--- config.mk ---
export PLATFORM = sky130hd
export DESIGN_NAME = benes_cfg_ctrl_flat
export DESIGN_NICKNAME = d
export VERILOG_FILES = /design/src/rtl/benes_cfg_ctrl_if.sv /design/src/rtl/benes_cfg_ctrl.sv /design/src/flat_wrapper.sv
export SDC_FILE = /design/constraint.sdc
export NUM_CORES = 1
export LEC_CHECK = 0
export BUFFER_PORTS_ARGS = -buffer_cell sky130_fd_sc_hd__buf_2
export CAP_MARGIN = 30
export CORE_MARGIN = 2
export CORE_UTILIZATION = 60
export DETAILED_ROUTE_END_ITERATION = 10
export PLACE_DENSITY = 0.87
export SKIP_CTS_REPAIR_TIMING = 1
export SLEW_MARGIN = 20
export SYNTH_ARGS = -nofsm -noshare
export SYNTH_HDL_FRONTEND = slang
export SYNTH_SLANG_ARGS = --single-unit
--- constraint.sdc ---
create_clock -name clk -period 3.23 [get_ports clk]
set_input_delay 0 -clock clk [delete_from_list [all_inputs] [get_ports clk]]
set_output_delay 0 -clock clk [all_outputs]
set_load 0.05 [all_outputs]
--- src/rtl/benes_cfg_ctrl_if.sv ---
// -----------------------------------------------------------------------------
// benes_cfg_ctrl_if
// Handshake bundle for the Benes outer-stage sequencing controller.
//   Request side  : req_valid / req_ready / req_perm (24-bit, 3 bits per input)
//   Result side   : cfg_valid / cfg_ready / cfg_ci / cfg_co / cfg_err
// Modports:
//   master : permutation source and result sink (drives req_*, cfg_ready)
//   slave  : the controller (drives req_ready and cfg_* results)
// -----------------------------------------------------------------------------
interface benes_cfg_ctrl_if;
   logic        req_valid;
   logic        req_ready;
   logic [23:0] req_perm;
   logic        cfg_valid;
   logic        cfg_ready;
   logic [7:0]  cfg_ci;
   logic [7:0]  cfg_co;
   logic        cfg_err;

   modport master (
      output req_valid, req_perm, cfg_ready,
      input  req_ready, cfg_valid, cfg_ci, cfg_co, cfg_err
   );

   modport slave (
      input  req_valid, req_perm, cfg_ready,
      output req_ready, cfg_valid, cfg_ci, cfg_co, cfg_err
   );
endinterface

--- src/rtl/benes_cfg_ctrl.sv ---
// -----------------------------------------------------------------------------
// benes_cfg_ctrl
// Sequencing controller for the 8-port Benes outer-stage coloring unit.
// Accepts a destination permutation, derives the inverse (mn) and neighbour
// (nb) tables, pulses the coloring unit's start, waits COLOR_LAT cycles,
// captures the ci/co color tables and offers them downstream.
//
// Optional feature macro: BENES_CFG_CHECK_EN
//   defined   : non-bijective requests are flagged in LOAD and take the
//               error path (cfg_err = 1, no start pulse).
//   undefined : no check logic, cfg_err stays 0, every request is launched.
//
// Ports:
//   clk        in   clock, rising edge
//   areset_n   in   asynchronous active-low reset
//   bus        if   slave side of benes_cfg_ctrl_if (req_* / cfg_* handshakes)
//   col_start  out  one-cycle start pulse to the coloring unit
//   col_mp     out  registered permutation, slice i -> mp_i
//   col_mn     out  inverse permutation, mn[mp[i]] = i
//   col_nb     out  neighbour table, nb[i] = mn[mp[i] ^ 1]
//   col_ci     in   coloring unit input-switch colors
//   col_co     in   coloring unit output-switch colors
//   busy       out  high in every state except IDLE
// -----------------------------------------------------------------------------
module benes_cfg_ctrl #(
   parameter int unsigned COLOR_LAT = 6    // WAIT cycles, legal 6..15
) (
   input  logic                  clk,
   input  logic                  areset_n,
   benes_cfg_ctrl_if.slave       bus,
   output logic                  col_start,
   output logic [23:0]           col_mp,
   output logic [23:0]           col_mn,
   output logic [23:0]           col_nb,
   input  logic [7:0]            col_ci,
   input  logic [7:0]            col_co,
   output logic                  busy
);

   typedef enum logic [2:0] {
      ST_IDLE,
      ST_LOAD,
      ST_LAUNCH,
      ST_WAIT,
      ST_DONE
   } state_t;

   localparam logic [3:0] WAIT_LAST = 4'(COLOR_LAT - 1);

   state_t      state_reg;
   logic [3:0]  wait_cnt_reg;
   logic [23:0] mp_reg;
   logic [23:0] mn_reg;
   logic [23:0] nb_reg;
   logic        start_reg;
   logic        ready_reg;
   logic        valid_reg;
   logic [7:0]  ci_reg;
   logic [7:0]  co_reg;
   logic        err_reg;

   // Table derivation from the registered permutation
   logic [2:0]  mp_arr [8];
   logic [2:0]  mn_arr [8];
   logic [2:0]  nb_arr [8];
   logic [7:0]  hit;          // hit[v]: some input maps to output v
   logic [23:0] mn_next;
   logic [23:0] nb_next;
   logic        perm_err;

   genvar gi, gj;
   generate
      for (gi = 0; gi < 8; gi++) begin : g_unpack
         assign mp_arr[gi] = mp_reg[3*gi +: 3];
      end

      // For each output value gi, find the input(s) that target it. For a
      // bijection exactly one eq bit is set, so OR-ing the indices yields mn.
      for (gi = 0; gi < 8; gi++) begin : g_inv
         logic [7:0] eq;
         logic [2:0] mn_slice;
         for (gj = 0; gj < 8; gj++) begin : g_eq
            assign eq[gj] = (mp_arr[gj] == 3'(gi));
         end
         always_comb begin
            mn_slice = 3'd0;
            for (int i = 0; i < 8; i++) begin
               if (eq[i]) begin
                  mn_slice = mn_slice | 3'(i);
               end
            end
         end
         assign hit[gi]    = |eq;
         assign mn_arr[gi] = mn_slice;
      end

      for (gi = 0; gi < 8; gi++) begin : g_nb
         assign nb_arr[gi]             = mn_arr[mp_arr[gi] ^ 3'd1];
         assign mn_next[3*gi +: 3]     = mn_arr[gi];
         assign nb_next[3*gi +: 3]     = nb_arr[gi];
      end
   endgenerate

`ifdef BENES_CFG_CHECK_EN
   // Eight slices cover all eight outputs exactly when no two are equal.
   assign perm_err = ~&hit;
`else
   assign perm_err = 1'b0;
`endif

   always_ff @(posedge clk or negedge areset_n) begin
      if (!areset_n) begin
         state_reg    <= ST_IDLE;
         wait_cnt_reg <= 4'd0;
         mp_reg       <= 24'd0;
         mn_reg       <= 24'd0;
         nb_reg       <= 24'd0;
         start_reg    <= 1'b0;
         ready_reg    <= 1'b1;   // IDLE after reset, so a request may be taken
         valid_reg    <= 1'b0;
         ci_reg       <= 8'd0;
         co_reg       <= 8'd0;
         err_reg      <= 1'b0;
      end else begin
         case (state_reg)
            ST_IDLE: begin
               if (bus.req_valid) begin
                  mp_reg    <= bus.req_perm;
                  ready_reg <= 1'b0;
                  state_reg <= ST_LOAD;
               end
            end
            ST_LOAD: begin
               mn_reg <= mn_next;
               nb_reg <= nb_next;
               if (perm_err) begin
                  ci_reg    <= 8'd0;
                  co_reg    <= 8'd0;
                  err_reg   <= 1'b1;
                  valid_reg <= 1'b1;
                  state_reg <= ST_DONE;
               end else begin
                  start_reg <= 1'b1;
                  state_reg <= ST_LAUNCH;
               end
            end
            ST_LAUNCH: begin
               start_reg    <= 1'b0;
               wait_cnt_reg <= 4'd0;
               state_reg    <= ST_WAIT;
            end
            ST_WAIT: begin
               if (wait_cnt_reg == WAIT_LAST) begin
                  ci_reg    <= col_ci;
                  co_reg    <= col_co;
                  err_reg   <= 1'b0;
                  valid_reg <= 1'b1;
                  state_reg <= ST_DONE;
               end else begin
                  wait_cnt_reg <= wait_cnt_reg + 4'd1;
               end
            end
            ST_DONE: begin
               if (bus.cfg_ready) begin
                  valid_reg <= 1'b0;
                  ready_reg <= 1'b1;
                  state_reg <= ST_IDLE;
               end
            end
            default: begin
               start_reg <= 1'b0;
               valid_reg <= 1'b0;
               ready_reg <= 1'b1;
               state_reg <= ST_IDLE;
            end
         endcase
      end
   end

   assign bus.req_ready = ready_reg;
   assign bus.cfg_valid = valid_reg;
   assign bus.cfg_ci    = ci_reg;
   assign bus.cfg_co    = co_reg;
   assign bus.cfg_err   = err_reg;
   assign busy          = ~ready_reg;
   assign col_start     = start_reg;
   assign col_mp        = mp_reg;
   assign col_mn        = mn_reg;
   assign col_nb        = nb_reg;

endmodule

--- src/flat_wrapper.sv ---
// flat-port wrapper written by rule: the top's interface ports become plain ports
module benes_cfg_ctrl_flat 
#(
   parameter int unsigned COLOR_LAT = 6                               
)
  (clk, areset_n, col_start, col_mp, col_mn, col_nb, col_ci, col_co, busy, bus_req_valid, bus_req_perm, bus_cfg_ready, bus_req_ready, bus_cfg_valid, bus_cfg_ci, bus_cfg_co, bus_cfg_err);
  benes_cfg_ctrl_if bus_i ();
  input  logic clk;
  input  logic areset_n;
  output logic col_start;
  output logic [23:0] col_mp;
  output logic [23:0] col_mn;
  output logic [23:0] col_nb;
  input  logic [7:0] col_ci;
  input  logic [7:0] col_co;
  output logic busy;
  input wire logic [$bits(bus_i.req_valid)-1:0] bus_req_valid;
  input wire logic [$bits(bus_i.req_perm)-1:0] bus_req_perm;
  input wire logic [$bits(bus_i.cfg_ready)-1:0] bus_cfg_ready;
  output wire logic [$bits(bus_i.req_ready)-1:0] bus_req_ready;
  output wire logic [$bits(bus_i.cfg_valid)-1:0] bus_cfg_valid;
  output wire logic [$bits(bus_i.cfg_ci)-1:0] bus_cfg_ci;
  output wire logic [$bits(bus_i.cfg_co)-1:0] bus_cfg_co;
  output wire logic [$bits(bus_i.cfg_err)-1:0] bus_cfg_err;
  assign bus_i.req_valid = bus_req_valid;
  assign bus_i.req_perm = bus_req_perm;
  assign bus_i.cfg_ready = bus_cfg_ready;
  assign bus_req_ready = bus_i.req_ready;
  assign bus_cfg_valid = bus_i.cfg_valid;
  assign bus_cfg_ci = bus_i.cfg_ci;
  assign bus_cfg_co = bus_i.cfg_co;
  assign bus_cfg_err = bus_i.cfg_err;
  benes_cfg_ctrl #(.COLOR_LAT(COLOR_LAT)) u_core (.clk(clk), .areset_n(areset_n), .bus(bus_i), .col_start(col_start), .col_mp(col_mp), .col_mn(col_mn), .col_nb(col_nb), .col_ci(col_ci), .col_co(col_co), .busy(busy));
endmodule
==> out/qor.yml, run 1 <==
synth_top_flop_cell: "dfrtp_1"
outcome: "completed"
antenna_cells: 0
drt-total-wl_um: 23700
grt_pass1_wl_um: 34800
drtAntennaViolNets: 0
grt_pass1_vias: 6268
synth_area_leader_cell: "dfrtp_1"
drc_errors: 0
synth_edf_count: 0
rows: 37
clock_path_buffers: 2
cp_slowest_cell: "dfrtp_1"
yosys_register_bits: 98
ys_seq_area_share_pct: 39.61
worstPathMaxFanout: 25
num_vias: 6687
drive_gt1_share_pct: 28.77
yosysWarningCount: 0
criticalPathCategory: "reg2reg"
synth_area_um2: 6195
slew_viol_final: 0
antenna_found_initial: 0
slowest_delay_ns: 0.83
endpoint_kind: "flip-flop"
yosysMostFrequentCell: "dfrtp_1"
clk_latency_ns: 0.39
async_flop_share_pct: 100.0
cts_sinks: 98
synth.distinct_cells: 70
drv_cap: 0
cts_tree: "done"
hold_viol_final: 0
cp_data_required_time_ns: 3.50
detail_route.first_pass.iterations: 7
gp_congestion: 1.037
arrival_ns: 3.06
core_area_um2: 10180
drtIter0Drc: 719
clock_skew_ns: 0.009009
critical_path_buf_inv_count: 0
fin_crit_sh_pct: 86.28
synth_area_leaders: "dfrtp_1 (39%), mux2_2 (6.4%), nand2_1 (5.3%), nor2_1 (3.7%), o21ai_0 (3.3%)"
hp-class: "in2reg"
syn_nets: 736
fin_tns_setup_ns: 0
grt_overflow: 0
layout.nets: 896
die_w_um: 105.6
critPathTopFamily: "simple AND/OR/NAND/NOR gates"
place.port_buffers: 135
cts.reportedPaths.clkPinSlew_ns: 0.09
wire_per_inst_um: 23.91
dpl.hpwl_um: 16450
dieArea_um2: 11150
cts_root_buf: "clkbuf_8"
max_freq_mhz: 358.8
io-pin-count: 137
track_usage_pct: 40.95
start_kind: "flip-flop"
slew_headroom_pct: 47.10
ys_top_cells_by_count: "dfrtp_1 (97), nand2_1 (88), nor2_1 (61)"
worstPathCellList: "nand3b_1, nor2b_1, and2_1, o22ai_1, or3_1, o32a_1"
rsz0062_at_grt: "false"
synth_top_area_share_pct: 39.18
grt_max_degree: 85
area_growth_syn_to_layout_pct: 22.86
cts_buffers: 9
worst_pin_slew_ns: 0.7936
syn_area_per_cell_um2: 8.978
vias_per_cell: 6.748
htree_levels: 3
fp.dieH_um: 105.6
setup_viol: 0
syn-instance-count: 690
fin_crit_ns: 2.787
start_util_pct: 60.82
[final cells by class]
type | count | area (µm²)
inverters | 11 | 41.29
clock inverters | 4 | 20.02
repair buffers | 210 | 1353
multi-input cells | 520 | 3438
clock buffers | 12 | 135.1
well taps | 136 | 170.2
flip-flops and latches | 98 | 2454
fillers | 733 | 2574
[cells by family (layout without fill, tap and decap cells)]
kind of cell             Yosys count  in the layout  share of synthesized area, %
AND/OR/NAND/NOR                  299            299                         25.89
AO/OA/AOI/OAI                    168            168                         18.66
flip-flops                        98             98                         39.61
buffers and inverters             72            237                         4.969
multiplexers                      50             50                         10.40
adder cells (fa/ha/maj)            2              2                        0.4039
other                              1              1                       0.06054
[layer usage]
layer / wire [µm] / vias up / part of all wire, % / GRT usage (%)
met1: 8831 / 3162 / 37 / 52.90
met4: 1445 / 0 / 6.1 / 26.03
met3: 2509 / 115 / 11 / 7.236
met2: 10910 / 534 / 46 / 63.78
met5: 0 / - / 0 / 0
li1: - / 2876 / - / -
[through the flow]
step	setup slack [ns]	util [%]	hold WS, ns	area [µm²]	instances
2_1_floorplan	0.8915	-	-0.2956	6195	690
3_3_place_gp	0.5905	68.94	0.1992	7022	932
3_5_place_dp	0.6094	68.94	0.2167	7022	932
4_1_cts	0.5821	70.47	-0.1815	7177	948
5_1_grt	0.3952	74.73	0.05945	7611	991
6_report	0.4432	74.73	0.05607	7611	991
[cell usage in the layout (no fill, tap or decap), types with 9 or more instances in the layout]
cell type / Yosys / routed
a21oi_1: 25 / 25
a31oi_1: 10 / 10
a211oi_1: 10 / 10
o22ai_1: 9 / 9
nand3_1: 14 / 13
mux2_2: 35 / 35
dlygate4sd3_1: 0 / 43
and3_1: 11 / 11
nor3_1: 24 / 24
o21ai_0: 41 / 41
nand3b_1: 19 / 19
nand2_1: 88 / 88
dfrtp_1: 97 / 97
nor2_1: 61 / 61
buf_2: 15 / 134
clkbuf_8: 0 / 9
buf_4: 3 / 32
[worst register-to-register path: stages, from the launching register on]
cell and delay [ns]:
dfrtp_1 0.83, nand3b_1 0.30, nor2b_1 0.44, and2_1 0.33
o22ai_1 0.12, or3_1 0.32, o32a_1 0.33
[worst paths after layout]
path	end	slack (ns)	from	cells past startpoint
hold / removal	u_core.state_reg[0]	0.06	bus_req_valid	4
hold reg to reg	u_core.col_mn[16]	0.49	u_core.col_mn[16]	2
min in group asynchronous	u_core.col_mn[12]	0.22	areset_n	2
setup reg to reg	u_core.col_nb[16]	0.44	u_core.col_mp[22]	6
max in group asynchronous	u_core.col_mp[22]	2.25	areset_n	3
setup / recovery	u_core.col_nb[16]	0.44	u_core.col_mp[22]	6
Power of run 1 is not shown: default switching activity piles up to over one toggle a cycle in this logic, so the estimate is an artifact.
==> inputs of run 2 (changes only) <==
- ABC_AREA: not set -> 1
- CAP_MARGIN: 30 -> 0
- CORE_UTILIZATION: 60 -> 59
- PLACE_DENSITY: 0.87 -> 0.86
- RECOVER_POWER: not set -> 50
==> run 2 against run 1 <==
Net effect:
- via count rose by 8.7%
- wire length fell by 4.8%
- fmax rose by 22%
- sequential cell count did not move
- clock-buffer cell count fell by 1
- the run now ends with capacitance limit, slew limit left
- die area rose by 0.10%
- clock skew rose by 0.00052 ns
- register-to-register slack improved by 0.50 ns
- synthesized area fell by 1.6%
- synthesized cell count rose by 29%
==> out/qor.yml, run 2 <==
outcome: "complete, but fails checks"
violations: "capacitance limit, slew limit"
setup_viol: 0  # unchanged
worstReg2RegEnd: "u_core.col_nb[10]"
reg2reg_depth: 6  # unchanged
cts_buffers: 9  # unchanged
reg2reg_slack_ns: 0.94  # +0.50 ns
hold_viol_final: 0  # unchanged
cp_slowest_cell: "clkinv_1"
syn_area_per_cell_um2: 6.837  # -24%
cts_sinks: 98  # unchanged
worstPathMaxFanout: 35  # +40%
critPathTopFamily: "simple AND/OR/NAND/NOR gates"
wire_per_inst_um: 18.78  # -21%
hold_depth: 4  # unchanged
final_util_pct: 73.01  # -1.7 points
start_kind: "flip-flop"
cts_tree: "done"
synth_top_flop_cell: "dfrtp_1"
ys_top_cells_by_count: "nand2_1 (329), nand3_1 (117), dfrtp_1 (97)"
grt_max_degree: 81  # -4.7%
synth_top_area_share_pct: 39.80  # +0.62 points
yosysWarningCount: 0  # unchanged
antenna_cells: 0  # unchanged
top_layer: "met4"
synth_area_leader_cell: "dfrtp_1"
dieArea_um2: 11170  # +0.10%
place.port_buffers: 135  # unchanged
whs_ns: 0.3610  # +0.3049 ns
vias_per_cell: 6.052  # -10%
hold_end: "u_core.col_mp[22]"
num_vias: 7269  # +8.7%
arrival_ns: 2.57  # -0.49 ns
cts_root_buf: "clkbuf_8"
fin_tns_setup_ns: 0  # unchanged
drc_errors: 0  # unchanged
layout.nets: 1106  # +23%
detail_route.first_pass.iterations: 6  # -1
grt_overflow: 0  # unchanged
clock_skew_ns: 0.009529  # +0.0005202 ns
max_freq_mhz: 437.5  # +22%
fin_crit_sh_pct: 70.76  # -16 points
hp-class: "in2reg"
rows: 37  # unchanged
cp_data_required_time_ns: 3.51  # about the same
slew_viol_final: 32  # +32
criticalPathCategory: "reg2reg"
drv_cap: 1  # +1
area_growth_syn_to_layout_pct: 21.93
ys_seq_area_share_pct: 40.23  # +0.63 points
io-pin-count: 137  # unchanged
synth_area_leaders: "dfrtp_1 (40%), nand2_1 (20%), nand3_1 (9.6%), o21ai_0 (5.4%), inv_1 (3.8%)"
slew_headroom_pct: -21.44  # -69 points
fp.dieH_um: 105.7  # about the same
drtIter0Drc: 1029  # +43%
syn_nets: 938  # +27%
rr_startpoint: "u_core.state_reg[2]"
synth_edf_count: 0  # unchanged
nFillCells: 864  # +18%
final_common_cell: "nand2_1"
core_area_um2: 10180  # unchanged
worst_pin_slew_ns: 1.822  # +1.028 ns
hold_start: "bus_req_perm[22]"
grt_pass1_wl_um: 32500  # -6.6%
endpoint_kind: "flip-flop"
clk_latency_ns: 0.38  # about the same
antenna_found_initial: 0  # unchanged
gp_congestion: 1.021  # -1.6%
cts.reportedPaths.clkPinSlew_ns: 0.10  # about the same
synth_area_um2: 6098  # -1.6%
syn-instance-count: 892  # +29%
grt_pass1_vias: 6059  # -3.3%
rsz0062_at_grt: "false"
wl_met3_um: 2840  # +13%
drt-total-wl_um: 22550  # -4.8%
yosysMostFrequentCell: "nand2_1"
drtAntennaViolNets: 0  # unchanged
clock_path_buffers: 2  # unchanged
track_usage_pct: 37.52  # -3.4 points
yosys_register_bits: 98  # unchanged
setup_ws_ns: 0.9444  # +0.5012 ns
pre_cts_ws_ns: 1.041  # +0.4318 ns
die_w_um: 105.7  # about the same
critical_path_buf_inv_count: 2  # +2
start_util_pct: 59.88  # -0.95 points
wl_met2_um: 10160  # -6.9%
worstPathCellList: "nor2_1, nand2_2, clkinv_1, or2_2, nand2_1, inv_1"
fin_crit_ns: 2.286  # -0.5012 ns
met1Wirelength_um: 8732  # -1.1%
async_flop_share_pct: 100.0  # unchanged
drive_gt1_share_pct: 14.46  # -14 points
dpl.hpwl_um: 15650  # -4.8%
synth.distinct_cells: 33  # -53%
mostFrequentLayoutCells: "nand2_1 (329), nand3_1 (117), dfrtp_1 (97)"
htree_levels: 3  # unchanged
slowest_delay_ns: 0.81  # -0.02 ns
## run 2: changes by cell type after synthesis, sizes merged, moves of 29 or more
cell	delta
nand2	+250
nand3	+103
inv	+63
mux2	-35
nand4	+29
o21ai	+29
## run 2: cells by family after synthesis
| kind of cell | synth area share, % |
|---|---|
| flip-flops | 40.23 |
| buffers and inverters | 6.894 |
| XOR/XNOR | 0.1436 |
| other | 0.06149 |
| AO/OA/AOI/OAI | 9.479 |
| AND/OR/NAND/NOR | 42.78 |
| adder cells (fa/ha/maj) | 0.4103 |
## run 2: worst max-delay path by stage
stage,depth (start not counted),to,start
2_1_floorplan,9,u_core.col_nb[17],u_core.col_mp[14]
3_3_place_gp,6,u_core.col_nb[10],u_core.state_reg[2]
3_5_place_dp,6,u_core.col_nb[10],u_core.state_reg[2]
4_1_cts,6,u_core.col_nb[17],u_core.state_reg[2]
5_1_grt,9,u_core.bus.cfg_ci[6],u_core.state_reg[0]
6_report,6,u_core.col_nb[10],u_core.state_reg[2]
## run 2: per-stage QoR
stage               instance area (µm²)  cells
floorplan                          6098    892
global placement                   6838   1141
detailed placement                 6838   1141
CTS                                7039   1157
global route                       7436   1201
finish                             7436   1201
## run 2: final cells by class
class                      count  area, µm²  area share, %
multi-input combinational    693       3224          43.36
sequential                    98       2454          33.00
timing repair buffer         183       1105          14.86
inverter                      75      281.5          3.786
tap                          136      170.2          2.288
clock buffer                  11      141.4          1.901
clock inverter                 5      60.06         0.8077
## run 2: tightest hold or removal path, cell delays in order
cell           delay, ns
dlygate4sd3_1       0.51
buf_2               0.09
nand2_1             0.04
o21ai_0             0.05
## run 2: metal layers
layer / vias up / global-route usage (%)
li1: 3262 / -
met1: 3330 / 55.58
met2: 595 / 56.08
met3: 82 / 6.308
met4: 0 / 12.50
met5: - / 0
Power of run 2 is left out for the same reason.
